--- src/rtl/mips_mem_pkg.sv ---
// rtl/mips_mem_pkg.sv - shared widths, state encoding and wait limit for the MEM-stage controller
package mips_mem_pkg;

  localparam int ADDR_W   = 8;
  localparam int DATA_W   = 16;
  localparam int MAX_WAIT = 15;

  typedef enum logic [1:0] {
    IDLE   = 2'd0,
    ACCESS = 2'd1,
    DONE   = 2'd2
  } mem_state_e;

endpackage

--- src/rtl/mem_stage_ctrl.sv ---
// rtl/mem_stage_ctrl.sv - MEM-stage load/store initiator for the single-port data memory
// One access = accept cycle + WAIT_CYCLES strobe cycles + one strobe-low DONE cycle.
module mem_stage_ctrl
  import mips_mem_pkg::*;
#(
  parameter int ADDR_W      = mips_mem_pkg::ADDR_W,
  parameter int DATA_W      = mips_mem_pkg::DATA_W,
  parameter int WAIT_CYCLES = 1
) (
  input  logic              clk,
  input  logic              rst_n,
  input  logic              req_valid,
  input  logic              req_write,
  input  logic [ADDR_W-1:0] req_addr,
  input  logic [DATA_W-1:0] req_wdata,
  output logic              stall,
  output logic              load_valid,
  output logic [DATA_W-1:0] load_data,
  output logic              MemWrite,
  output logic              MemRead,
  output logic [ADDR_W-1:0] address,
  output logic [DATA_W-1:0] WriteData_dmem,
  input  logic [DATA_W-1:0] ReadData_dmem
);

  localparam logic [1:0] ST_IDLE   = IDLE;
  localparam logic [1:0] ST_ACCESS = ACCESS;
  localparam logic [1:0] ST_DONE   = DONE;

  // Out-of-range settings are clamped so the 4-bit counter can never wrap.
  localparam int WAIT_EFF = (WAIT_CYCLES < 1) ? 1 :
                            (WAIT_CYCLES > MAX_WAIT) ? MAX_WAIT : WAIT_CYCLES;
  localparam logic [3:0] CNT_INIT = 4'(WAIT_EFF - 1);

  logic [1:0]        r_state;
  logic [3:0]        r_cnt;
  logic              r_op;
  logic              r_mem_write;
  logic              r_mem_read;
  logic              r_load_valid;
  logic [ADDR_W-1:0] r_address;
  logic [DATA_W-1:0] r_wdata;
  logic [DATA_W-1:0] r_load_data;
  logic              w_stall;

  always_ff @(posedge clk or negedge rst_n) begin
    if (!rst_n) begin
      r_state      <= ST_IDLE;
      r_cnt        <= 4'd0;
      r_op         <= 1'b0;
      r_mem_write  <= 1'b0;
      r_mem_read   <= 1'b0;
      r_load_valid <= 1'b0;
      r_address    <= '0;
      r_wdata      <= '0;
      r_load_data  <= '0;
    end else begin
      case (r_state)
        ST_IDLE: begin
          if (req_valid) begin
            r_address   <= req_addr;
            r_wdata     <= req_wdata;
            r_op        <= req_write;
            r_cnt       <= CNT_INIT;
            r_mem_write <= req_write;
            r_mem_read  <= !req_write;
            r_state     <= ST_ACCESS;
          end
        end
        ST_ACCESS: begin
          if (r_cnt != 4'd0) begin
            r_cnt <= r_cnt - 4'd1;
          end else begin
            r_mem_write <= 1'b0;
            r_mem_read  <= 1'b0;
            if (!r_op) begin
              r_load_data  <= ReadData_dmem;
              r_load_valid <= 1'b1;
            end
            r_state <= ST_DONE;
          end
        end
        ST_DONE: begin
          r_load_valid <= 1'b0;
          r_state      <= ST_IDLE;
        end
        default: begin
          r_mem_write  <= 1'b0;
          r_mem_read   <= 1'b0;
          r_load_valid <= 1'b0;
          r_state      <= ST_IDLE;
        end
      endcase
    end
  end

  // DONE releases the pipeline; the held request there is the one just completed.
  always_comb begin
    w_stall = 1'b0;
    if (rst_n) begin
      case (r_state)
        ST_IDLE:   w_stall = req_valid;
        ST_ACCESS: w_stall = 1'b1;
        default:   w_stall = 1'b0;
      endcase
    end
  end

  assign stall          = w_stall;
  assign load_valid     = r_load_valid;
  assign load_data      = r_load_data;
  assign MemWrite       = r_mem_write;
  assign MemRead        = r_mem_read;
  assign address        = r_address;
  assign WriteData_dmem = r_wdata;

  a_one_strobe: assert property (@(posedge clk) disable iff (!rst_n) !(r_mem_write && r_mem_read));

endmodule

--- config.mk ---
export PLATFORM = sky130hd
export DESIGN_NAME = mem_stage_ctrl
export DESIGN_NICKNAME = d
export VERILOG_FILES = /design/src/rtl/mips_mem_pkg.sv /design/src/rtl/mem_stage_ctrl.sv
export SDC_FILE = /design/constraint.sdc
export NUM_CORES = 1
export LEC_CHECK = 0
export CAP_MARGIN = 20
export CORE_MARGIN = 2
export CORE_UTILIZATION = 42
export DETAILED_ROUTE_END_ITERATION = 16
export PLACE_DENSITY = 0.79
export SLEW_MARGIN = 15
export SYNTH_ARGS = -nofsm -noshare
export SYNTH_HDL_FRONTEND = slang
export SYNTH_SLANG_ARGS = --single-unit
--- constraint.sdc ---
create_clock -name clk -period 2.24 [get_ports clk]
set_clock_uncertainty 0.1 [all_clocks]
set_input_delay 0.448 -clock clk [delete_from_list [all_inputs] [get_ports clk]]
set_output_delay 0.448 -clock clk [all_outputs]
set_load 0.03 [all_outputs]
==> results of run 1 <==
==> worst max-delay path: stages <==
cell,delay [ns]
clkdlybuf4s50_1,0.47
o21bai_1,0.24
nor2_1,0.06
buf_4,0.17
==> cell type report <==
type	instances	area share, %
clock buffer	5	2.18
sequential	50	39.7
multi-input combinational	79	24.2
tap	67	2.66
inverter	6	0.714
clock inverter	3	1.55
timing repair buffer	92	29.0
==> placed cells by master (no fill, tap or decap), types with 3 or more instances in the layout <==
cell / instances
clkdlybuf4s50_1: 85
buf_4: 5
a31oi_1: 3
nand2_1: 4
mux2_4: 10
nor2_1: 4
mux2_2: 30
inv_1: 6
dfrtp_1: 50
clkbuf_8: 5
nand3_1: 6
==> per-layer routing <==
metal	vias to the layer above	part of all wire, %	track usage (%)
met1	706	42	21.3
met5	-	0	0
met2	38	52	28.0
met4	0	1.0	4.76
met3	5	4.4	4.74
li1	682	-	-
==> sequential cells by signal, summed over array words and instances, names as in the netlist <==
name            flops
MemWrite            1
r_state             2
load_valid          1
address             8
WriteData_dmem     16
r_cnt               4
MemRead             1
load_data          16
r_op                1
==> logic make-up (layout without fill, tap and decap cells) <==
| group | after synthesis | after routing | share of synthesized area, % |
|---|---|---|---|
| adder cells (fa/ha/maj) | 2 | 2 | 1.21 |
| multiplexers | 40 | 40 | 23.6 |
| AND/OR/NAND/NOR | 25 | 25 | 8.03 |
| AO/OA/AOI/OAI | 12 | 12 | 3.86 |
| flip-flops | 50 | 50 | 60.4 |
| buffers and inverters | 12 | 106 | 2.96 |
==> how the worst max path moves through the flow <==
stage	depth (start not counted)	to	slack (ns)
final	4	stall	0.31
after detailed placement	4	WriteData_dmem[11]	0.17
after global placement	4	WriteData_dmem[4]	0.23
after CTS	1	MemWrite	0.29
after floorplan	6	load_data[0]	0.42
after global routing	3	stall	0.20
==> power breakdown <==
| group | total (W) | switching, W | internal [W] | leakage (nW) |
|---|---|---|---|---|
| clock network | 0.000651 | 0.000311 | 0.000340 | 0.0563 |
| registers | 0.00165 | 0.000297 | 0.00135 | 0.596 |
| logic | 0.00283 | 0.00143 | 0.00140 | 0.693 |
| total | 0.00514 | 0.00204 | 0.00309 | 1.35 |
==> per-stage QoR <==
stage               utilization (%)  hold slack [ns]  power (W)
global placement               63.8            0.385    0.00448
detailed placement             63.8            0.395    0.00453
global route                   66.3            0.220    0.00543
CTS                            66.3            0.178    0.00520
finish                         66.3            0.151    0.00514
floorplan                         -           0.0524    0.00338
==> results.yml, run 1 <==
worst_hold_path:
  hold_path_class: "in2async"
place:
  dpl_cell_area_mm2: 0.00304
  dp.cells: 294
  io_buffers: 87
  hpwl_mm: 3.21
  dp_slack_ns: 0.173
  gp_congestion: 0.802
cts:
  cts_resized: 0
  cts_buffer_depth: 2
  clk_latency_ns: 0.30
  hold_buffers: 0
  cts_root_buf: "clkbuf_8"
  cts_made_buffers: 5
  htreeDepth: 2
  cts.sinks: 50
  clk_pin_slew_worst_paths_ns: 0.09
  cts_tree: "done"
  cts_setup_buffers: 0
drt:
  wirelength_mm: 4.38
  routed-via-count: 1431
  viasPerCell: 4.74
  routedWlPerCell_um: 14.5
  antenna_left: 0
  drt_pass1_iterations: 4
  drc_errors: 0
  drtIter0Drc: 50
cells_and_area:
  area_growth_pct: 52.2
  stdcell_area_mm2: 0.00315
  drive_gt1_share_pct: 25.1
  multi_input_area_um2: 764
  regArea_mm2: 0.00125
  fillers: 372
  n_antenna_cell: 0
  fin_cells: 302
  num-nets-final: 280
synth:
  synthFlopType: "dfrtp_1"
  yosysTopAreaCell: "dfrtp_1"
  synthCells: 141
  synth_seq_cells: 50
  synth_nets: 187
  synth_cell_types: 27
  ys_warn_count: 0
  async_flop_share_pct: 100
  synth_edf_count: 0
  synthTopCellsByArea: "dfrtp_1, mux2_2, mux2_4"
  synth_top_area_share_pct: 60.4
  synth_area_mm2: 0.00207
  synth_common_cells: "dfrtp_1, mux2_2, mux2_4"
  ys_seq_area_share_pct: 60.4
  yosys.cell_count.top_type: "dfrtp_1"
  syn_avg_cell_area_um2: 14.7
worst_setup_path:
  reg2reg_slack_ns: 0.36
  setup.worst_path.start_class: "primary input"
  cp_max_fo: 5
  critPathLaunch: "req_valid"
  r2r-start: "r_cnt[0]"
  worstSetupEndpointType: "primary output"
  rr_worst_depth: 6
  critPathKind: "in2out"
  crit_required_ns: 1.69
  crit_arrival_ns: 1.38
  timing.rr.end: "load_data[3]"
timing:
  fmax_mhz: 519
  post-route-period-util_pct: 86.1
  fin_ws_ns: 0.312
  tns_ns: 0
  fin_crit_ns: 1.93
  maxSlewHeadroom_pct: 58.2
  setup_viol_count_final: 0
  hold_violations: 0
  tightest_slew_ns: 0.628
  slew_violations: 0
  rsz0062_at_grt: "no"
global_routing:
  antenna_found_initial: 0
  gr-total-overflow: 0
  grt_pass1_vias: 1461
  grt_max_degree: 51
  grt_pass1_wl_mm: 6.98
  track_usage_pct: 16.7
pwr:
  power_leakage_nw: 1.35
  cellPowerDensity_mw_per_mm2: 1630
  max-vdd-ir-drop_mv: 0.850
run:
  maxCapViolCount: 0
die:
  io_pins: 88
  die_h_um: 74.2
  row_count: 25
  start_util_pct: 43.6
  core_mm2: 0.00475
  die_w_um: 74.2
  die-area_mm2: 0.00551
status:
  status: "completed"
(Power assumes the default switching activity.)
==> run 2, diff against run 1 <==
SETUP_SLACK_MARGIN = 0.2   (was not set)
clock period = 2.2 ns   (was 2.24 ns; I/O delays follow)
==> results.yml, run 2 (synthesized netlist as in run 1, its figures left out) <==
cts:
  cts_made_buffers: 5
  cts_resized: 0
  cts.sinks: 50
  clk_pin_slew_worst_paths_ns: 0.09
  cts_tree: "done"
  cts_root_buf: "clkbuf_8"
  clk_latency_ns: 0.30
  cts_setup_buffers: 0
  cts_buffer_depth: 2
  hold_buffers: 0
  htreeDepth: 2
worst_setup_path:
  setup.worst_path.start_class: "flop"
  rr_worst_depth: 6
  cp_max_fo: 3
  slowest_stage: "clkdlybuf4s50_1"
  critical_path.top_delay_family: "buffers and inverters"
  crit_required_ns: 1.66
  crit_arrival_ns: 1.39
  reg2reg_slack_ns: 0.38
  critPathMaxStageDelay_ns: 0.69
  cp.buffers_inverters: 1
  timing.rr.end: "load_data[14]"
  r2r-start: "r_cnt[0]"
  path_cells: "clkdlybuf4s50_1"
  worstSetupEndpointType: "primary output"
  critPathKind: "reg2out"
pwr:
  p_comb_share_pct: 55.2
  power_switching_w: 0.00211
  clock_power_share_pct: 12.6
  max-vdd-ir-drop_mv: 0.959
  cellPowerDensity_mw_per_mm2: 1670
  power.internal_w: 0.00317
  total_power_w: 0.00528
  seqPwrFrac_pct: 32.2
  p_sw_share_pct: 39.9
  power_leakage_nw: 1.35
die:
  io_pins: 88
  die-area_mm2: 0.00551
  die_h_um: 74.2
  die_w_um: 74.2
  start_util_pct: 43.6
  core_mm2: 0.00475
  row_count: 25
cells_and_area:
  layout_commonest_cell: "clkdlybuf4s50_1"
  drive_gt1_share_pct: 25.5
  n_antenna_cell: 0
  area_growth_pct: 52.8
  layout_common_cells: "clkdlybuf4s50_1, dfrtp_1, mux2_2, mux2_4"
  num-nets-final: 280
place:
  gp_congestion: 0.802
  hpwl_mm: 3.27
  dp_slack_ns: 0.149
  io_buffers: 87
drt:
  routedWlPerCell_um: 14.9
  routed-via-count: 1444
  antenna_left: 0
  drtIter0Drc: 68
  drt_pass1_iterations: 4
  wirelength_mm: 4.51
  drc_errors: 0
  viasPerCell: 4.78
timing:
  slew_violations: 0
  maxSlewHeadroom_pct: 58.2
  setup_viol_count_final: 0
  fin_crit_ns: 1.93
  tightest_slew_ns: 0.627
  fin_ws_ns: 0.269
  rsz0062_at_grt: "no"
  post-route-period-util_pct: 87.8
  tns_ns: 0
  fmax_mhz: 518
  hold_violations: 0
global_routing:
  grt_max_degree: 51
  antenna_found_initial: 0
  grt_pass1_vias: 1468
  grt_pass1_wl_mm: 7.11
  track_usage_pct: 17.1
  gr-total-overflow: 0
status:
  status: "completed"
worst_hold_path:
  hold_path_class: "in2async"
run:
  maxCapViolCount: 0
## run 2: cell counts in the layout (fill, tap and decap cells not counted)
Identical to the previous run, type by type.
## run 2: cell type report
type                       instances  area (um2)
tap                               67        83.8
clock buffer                       5        68.8
timing repair buffer              92         926
multi-input combinational         79         764
inverter                           6        22.5
fill                             380        1590
clock inverter                     3        48.8
sequential                        50        1250
## run 2: how the worst max path moves through the flow
stage / start / to / slack (ns) / depth (start not counted)
finish: MemRead / MemRead / 0.27 / 1
global route: req_valid / stall / 0.22 / 4
CTS: load_data[6] / load_data[6] / 0.25 / 1
detailed placement: req_valid / address[5] / 0.15 / 4
global placement: req_valid / WriteData_dmem[4] / 0.20 / 4
floorplan: r_cnt[0] / load_data[0] / 0.38 / 6
## run 2: layer usage
metal  share of wire (%)  wire length (um)  global-route usage [%]
met1                  40              1800                    21.9
met2                  54              2420                    28.7
met3                 4.7               212                    4.20
met4                 1.6                74                    6.15
met5                   0                 0                       0
## run 2: stage by stage
step	instances	util, %	hold slack (ns)	area, um2
floorplan	141	-	0.0444	2070
global placement	294	64.1	0.384	3050
detailed placement	294	64.1	0.387	3050
CTS	302	66.6	0.166	3170
global route	302	66.6	0.209	3170
finish	302	66.6	0.132	3170
## run 2: power by group through the flow
stage / combinational, W / clock (W) / sequential [W]
floorplan: 0.00101 / 0 / 0.00244
CTS: 0.00295 / 0.000685 / 0.00170
detailed placement: 0.00294 / 0 / 0.00170
finish: 0.00291 / 0.000667 / 0.00170
global placement: 0.00289 / 0 / 0.00169
global route: 0.00309 / 0.000724 / 0.00176
==> run 3, diff against run 2 <==
ABC_CLOCK_PERIOD_IN_PS = 2200   (was not set)
GPL_ROUTABILITY_DRIVEN = 0   (was not set)
==> results of run 3 <==
The final DEF is identical to that of run 2; final timing and power are the same.
